## config.mk

```make
export PLATFORM = sky130hd
export DESIGN_NAME = wb_master_arbiter
export DESIGN_NICKNAME = d
export VERILOG_FILES = /design/src/rtl/wb_master_arbiter.sv
export SDC_FILE = /design/constraint.sdc
export NUM_CORES = 1
export LEC_CHECK = 0
export BUFFER_PORTS_ARGS = -buffer_cell sky130_fd_sc_hd__clkbuf_2
export CORE_AREA = 4 4 120 122
export CTS_CLUSTER_DIAMETER = 150
export DETAILED_ROUTE_END_ITERATION = 8
export DIE_AREA = 0 0 124 126
export PLACE_DENSITY_LB_ADDON = 0.25
export SYNTH_ARGS = -nofsm -noshare
export SYNTH_HDL_FRONTEND = slang
export SYNTH_SLANG_ARGS = --single-unit
```

## constraint.sdc

```tcl
create_clock -name clk -period 3.6 [get_ports clk]
set_input_delay 0.72 -clock clk [delete_from_list [all_inputs] [get_ports clk]]
set_output_delay 0.72 -clock clk [all_outputs]
set_load 0.005 [all_outputs]
```

## src/rtl/wb_master_arbiter.sv

```systemverilog
// Two-master, one-slave Wishbone classic arbiter.
// Round-robin grant, held for the whole cyc, with a per-strobe wait timeout
// that terminates a stalled cycle with a synthetic ack and TIMEOUT_DATA.
module wb_master_arbiter #(
  parameter int unsigned TIMEOUT      = 255,
  parameter logic [31:0] TIMEOUT_DATA = 32'hFFFF_FFFF
) (
  input  logic        clk,
  input  logic        arstn,
  // master 0 (CPU)
  input  logic [31:0] m0_adr,
  input  logic [31:0] m0_dat_i,
  output logic [31:0] m0_dat_o,
  input  logic        m0_we,
  input  logic [3:0]  m0_sel,
  input  logic        m0_stb,
  input  logic        m0_cyc,
  output logic        m0_ack,
  // master 1 (e.g. DMA)
  input  logic [31:0] m1_adr,
  input  logic [31:0] m1_dat_i,
  output logic [31:0] m1_dat_o,
  input  logic        m1_we,
  input  logic [3:0]  m1_sel,
  input  logic        m1_stb,
  input  logic        m1_cyc,
  output logic        m1_ack,
  // slave side
  output logic [31:0] s_adr,
  output logic [31:0] s_dat_o,
  output logic        s_we,
  output logic [3:0]  s_sel,
  output logic        s_stb,
  output logic        s_cyc,
  input  logic [31:0] s_dat_i,
  input  logic        s_ack,
  // status
  output logic [1:0]  grant,
  output logic        timeout
);

  typedef enum logic [1:0] {StIdle, StOwn0, StOwn1} state_e;

  localparam logic [9:0] TimeoutCnt = 10'(TIMEOUT);

  state_e     state_q;
  logic       last_q;   // 1: m1 was the last owner, so m0 wins the next tie
  logic [9:0] wait_q;

  logic own_cyc, own_stb, other_cyc;
  logic owning, tmo, ack;

  // Select the owning master's request lines.
  always_comb begin
    own_cyc   = 1'b0;
    own_stb   = 1'b0;
    other_cyc = 1'b0;
    unique case (state_q)
      StOwn0: begin
        own_cyc   = m0_cyc;
        own_stb   = m0_stb;
        other_cyc = m1_cyc;
      end
      StOwn1: begin
        own_cyc   = m1_cyc;
        own_stb   = m1_stb;
        other_cyc = m0_cyc;
      end
      default: ;
    endcase
  end

  assign owning = (state_q != StIdle);
  // A strobe that has waited TIMEOUT cycles is terminated this cycle.
  assign tmo    = owning & own_stb & (wait_q == TimeoutCnt);
  // Late s_ack in the timeout cycle is folded into the single synthetic ack.
  assign ack    = owning & (tmo | (s_ack & own_stb));

  assign grant   = {state_q == StOwn1, state_q == StOwn0};
  assign m0_ack  = grant[0] & ack;
  assign m1_ack  = grant[1] & ack;
  assign timeout = tmo;

  assign s_cyc = own_cyc & ~tmo;
  assign s_stb = own_stb & ~tmo;

  assign m0_dat_o = tmo ? TIMEOUT_DATA : s_dat_i;
  assign m1_dat_o = tmo ? TIMEOUT_DATA : s_dat_i;

  // Slave-side address/data mux; driven to zero when nobody owns the bus.
  always_comb begin
    s_adr   = 32'h0;
    s_dat_o = 32'h0;
    s_we    = 1'b0;
    s_sel   = 4'h0;
    unique case (state_q)
      StOwn0: begin
        s_adr   = m0_adr;
        s_dat_o = m0_dat_i;
        s_we    = m0_we;
        s_sel   = m0_sel;
      end
      StOwn1: begin
        s_adr   = m1_adr;
        s_dat_o = m1_dat_i;
        s_we    = m1_we;
        s_sel   = m1_sel;
      end
      default: ;
    endcase
  end

  // Ownership FSM, round-robin memory and strobe wait counter.
  always_ff @(posedge clk or negedge arstn) begin
    if (!arstn) begin
      state_q <= StIdle;
      last_q  <= 1'b1;
      wait_q  <= 10'd0;
    end else begin
      unique case (state_q)
        StIdle: begin
          wait_q <= 10'd0;
          if (m0_cyc && m1_cyc) begin
            state_q <= last_q ? StOwn0 : StOwn1;
          end else if (m0_cyc) begin
            state_q <= StOwn0;
          end else if (m1_cyc) begin
            state_q <= StOwn1;
          end
        end
        StOwn0, StOwn1: begin
          if (!own_cyc) begin
            // Release: hand straight to a waiting master, no idle bubble.
            last_q <= (state_q == StOwn1);
            wait_q <= 10'd0;
            if (other_cyc) begin
              state_q <= (state_q == StOwn0) ? StOwn1 : StOwn0;
            end else begin
              state_q <= StIdle;
            end
          end else if (tmo || s_ack || !own_stb) begin
            wait_q <= 10'd0;
          end else begin
            wait_q <= wait_q + 10'd1;
          end
        end
        default: state_q <= StIdle;
      endcase
    end
  end

endmodule

```

==> results.py <==
metrics = {
    "worst_setup_path": {
        "cp.arrival_ps": 2360,
        "setup.worst_path.start": "state_q[1]$_DFFE_PN0P_",
        "regToRegStartpoint": "state_q[0]$_DFFE_PN0P_",
        "reg2reg_depth": 8,
        "cp.required_ps": 2880,
        "slowest_stage": "sky130_fd_sc_hd__dfrtp_1",
        "critical_path.startpoint_type": "register",
        "critical_path.max_stage_delay_ps": 390,
        "timing.critical_path.cells": "inv_1 > ha_1 > nor3b_4 > nand4_4 > buf_4 > nand2_1 > and2_1 > clkbuf_2",
        "critical_path.max_fanout": 23,
        "reg2reg_setup_slack_ps": 1050,
        "worstSetupPathType": "register to primary output",
        "worst_r2r_endpoint": "wait_q[6]$_DFFE_PN0P_",
        "cp-end-kind": "primary output",
    },
    "layout": {
        "final_cells": 775,
        "layout-drive-gt1-share_pct": 55.9,
        "antenna_cells": 0,
        "finish.utilization_pct": 29.2,
        "stdcell_area_mm2": 0.00385,
        "flow.area_growth_from_synthesis_pct": 66.6,
        "nets": 782,
        "fillCellCount": 1442,
    },
    "clock_tree": {
        "numCtsBuffers": 3,
        "cts_resized": 0,
        "clk_path_buf_depth": 2,
        "cts_num_sinks": 13,
        "clk-insertion-delay-late_ps": 240,
        "number_of_setup_buffers_added_after_cts": 0,
        "cts_hold_buf": 0,
        "tritoncts": "built",
        "cts_root_buf": "sky130_fd_sc_hd__clkbuf_16",
        "clk_pin_slew_ps": 50,
        "cts-htree-levels": 1,
    },
    "detailed_routing": {
        "drt_first_pass_iters": 4,
        "drc": 0,
        "route.vias.total": 3517,
        "avgViaCountPerCell": 4.54,
        "drt-total-wl_um": 12400,
        "detail-route-antenna-nets": 0,
        "first_iter_violations": 165,
        "wire_per_inst_um": 16.1,
    },
    "placement": {
        "portBuffers": 316,
        "placed_cells_incl_taps": 771,
        "post-dp-hpwl_um": 10600,
        "gp_routability_congestion": 0.910,
        "postPlaceCellArea_mm2": 0.00377,
    },
    "power_and_ir_drop": {
        "power.total_w": 0.00183,
        "cellPowerDensity_mw_per_mm2": 475,
        "vdd_ir_drop_max_uv": 235,
        "static-leakage-power_nw": 2.15,
    },
    "floorplanning": {
        "die_h_um": 126,
        "die_x_um": 124,
        "dieArea_mm2": 0.0156,
        "floorplan.io_pins": 317,
        "initial_core_util_pct": 17.5,
        "core_area_mm2": 0.0132,
        "core.rowCount": 42,
    },
    "logic_synthesis": {
        "postSynthRegisterBits": 13,
        "post_synth_instance_area_mm2": 0.00231,
        "yosysSeqAreaShare_pct": 14.1,
        "ys_warn_count": 0,
        "synthDistinctLibCells": 41,
        "synth.avg_cell_area_um2": 6.86,
        "synth.net_count": 519,
        "post_synth_inst_count": 337,
    },
    "grt": {
        "grt.overflow.total": 0,
        "grt_util_all_layers_pct": 14.3,
        "maximum_number_of_pins_on_one_net_before_global_route_repair": 77,
        "grt_pass1_vias": 3413,
        "wire_length_of_the_first_global_routing_pass_um": 17900,
        "antenna_found_initial": 0,
    },
    "sta": {
        "clock.fmax_mhz": 325,
        "post-route-period-util_pct": 85.5,
        "max_slew_margin_pct": 47.1,
        "drv_slew": 0,
        "report.final.hold_viol_count": 0,
        "setup_repair_after_global_routing_missed_its_margin": "no",
        "timing.final.setup_violations": 0,
        "worst_slew_pin_slew_ps": 794,
        "layout_min_cycle_time_ps": 3080,
        "setup-tns-final_ps": 0,
        "finClkSkew_ps": 4.03,
    },
    "status": {
        "run_status": "finished, final reports clean",
    },
    "job": {
        "drv.max_cap_violation_count": 0,
    },
    "min_path": {
        "type_of_the_worst_min_delay_path": "primary input to async pin",
    },
}
[metal layers]
| layer | part of all wire, % | vias up | global-route usage, % |
|---|---|---|---|
| met5 | 0 | - | 0 |
| met3 | 9.5 | 10 | 1.97 |
| li1 | - | 1691 | - |
| met2 | 54 | 230 | 28.2 |
| met4 | 1.6 | 0 | 3.35 |
| met1 | 35 | 1586 | 15.6 |
[cell usage in the layout, fill, tap and decap left out, types with 2 or more instances in the layout]
master / instances
sky130_fd_sc_hd__a31oi_1: 8
sky130_fd_sc_hd__nand2b_1: 32
sky130_fd_sc_hd__buf_4: 5
sky130_fd_sc_hd__clkbuf_16: 3
sky130_fd_sc_hd__nor2_1: 72
sky130_fd_sc_hd__clkbuf_2: 316
sky130_fd_sc_hd__and2_1: 2
sky130_fd_sc_hd__o22ai_1: 8
sky130_fd_sc_hd__nor3_1: 2
sky130_fd_sc_hd__dfrtp_1: 12
sky130_fd_sc_hd__inv_1: 13
sky130_fd_sc_hd__ha_2: 2
sky130_fd_sc_hd__ha_1: 3
sky130_fd_sc_hd__and3_1: 2
sky130_fd_sc_hd__nand3_1: 7
sky130_fd_sc_hd__nand4_1: 4
sky130_fd_sc_hd__a22oi_1: 69
sky130_fd_sc_hd__or2b_1: 3
sky130_fd_sc_hd__nand2_1: 12
[worst max-delay path: cells and delay by family (launching register included)]
family | cells | cell delay, ps
adders and majority gates | 1 | 370
DFF | 1 | 390
and+or+nand+nor | 4 | 840
buffers and inverters | 3 | 520
[Yosys cell counts]
library cell	instances	area (um^2)
sky130_fd_sc_hd__nor2_1	72	270
sky130_fd_sc_hd__a22oi_1	69	518
sky130_fd_sc_hd__buf_4	35	263
sky130_fd_sc_hd__nand2b_1	32	200
sky130_fd_sc_hd__clkbuf_1	19	71.3
sky130_fd_sc_hd__inv_1	13	48.8
sky130_fd_sc_hd__dfrtp_1	12	300
sky130_fd_sc_hd__nand2_1	12	45.0
sky130_fd_sc_hd__a31oi_1	8	50.1
sky130_fd_sc_hd__o22ai_1	8	50.1
sky130_fd_sc_hd__buf_2	7	35.0
sky130_fd_sc_hd__nand3_1	7	35.0
sky130_fd_sc_hd__ha_1	5	62.6
sky130_fd_sc_hd__nand4_1	4	25.0
sky130_fd_sc_hd__buf_6	3	33.8
sky130_fd_sc_hd__or2b_1	3	22.5
sky130_fd_sc_hd__and2_1	2	12.5
sky130_fd_sc_hd__and3_1	2	12.5
sky130_fd_sc_hd__nor3_1	2	10.0
sky130_fd_sc_hd__a21oi_1	1	5.00
sky130_fd_sc_hd__a22o_1	1	8.76
sky130_fd_sc_hd__a22oi_2	1	12.5
sky130_fd_sc_hd__a22oi_4	1	21.3
sky130_fd_sc_hd__a32oi_1	1	8.76
sky130_fd_sc_hd__and4_1	1	8.76
sky130_fd_sc_hd__and4b_1	1	10.0
sky130_fd_sc_hd__dfstp_2	1	26.3
sky130_fd_sc_hd__inv_2	1	3.75
sky130_fd_sc_hd__mux2_1	1	11.3
sky130_fd_sc_hd__nand3b_2	1	11.3
sky130_fd_sc_hd__nand4_4	1	21.3
sky130_fd_sc_hd__nand4b_1	1	8.76
sky130_fd_sc_hd__nor3b_4	1	18.8
sky130_fd_sc_hd__nor4_4	1	21.3
sky130_fd_sc_hd__o211ai_1	1	7.51
sky130_fd_sc_hd__o21ai_0	1	5.00
sky130_fd_sc_hd__o21ai_1	1	5.00
sky130_fd_sc_hd__o22a_1	1	8.76
sky130_fd_sc_hd__o2bb2ai_1	1	8.76
sky130_fd_sc_hd__o31ai_1	1	7.51
sky130_fd_sc_hd__or3_1	1	6.26
[worst max-delay path by stage]
stage                         endpoint  slack [ps]
after floorplan           m1_dat_o[10]        1200
after global placement           s_stb         760
after detailed placement         s_stb         750
after CTS                       m0_ack         510
after global routing            m0_ack         360
final                           m0_ack         520
[metrics by stage]
step	setup WS [ps]	hold slack (ps)
2_1_floorplan	1200	424
3_3_place_gp	762	515
3_5_place_dp	747	516
4_1_cts	511	385
5_1_grt	361	406
6_report	521	379
[report_power, final]
group	internal (W)	switching (W)
Clock	0.000149	0.0000581
Combinational	0.000573	0.000868
Sequential	0.000166	0.0000137
[cell families after synthesis]
logic type,share of synthesized area [%]
AND/OR/NAND/NOR,32.0
AO/OA/AOI/OAI,31.0
buffers and inverters,19.7
multiplexers,0.487
adder cells (fa/ha/maj),2.71
flip-flops,14.1
[flip-flops by register name, summed over array words and instances, names as in the netlist]
name and flops:
last_q 1, wait_q 10, state_q 2
[final cells by class]
class                      instances  area, um^2  area share, %
multi-input combinational        246        1540           39.9
tap                              176         220           5.72
inverter                          14        52.6           1.36
timing repair buffer             322        1640           42.5
sequential                        13         327           8.48
clock buffer                       4        78.8           2.05
(Power assumes the default switching activity.)
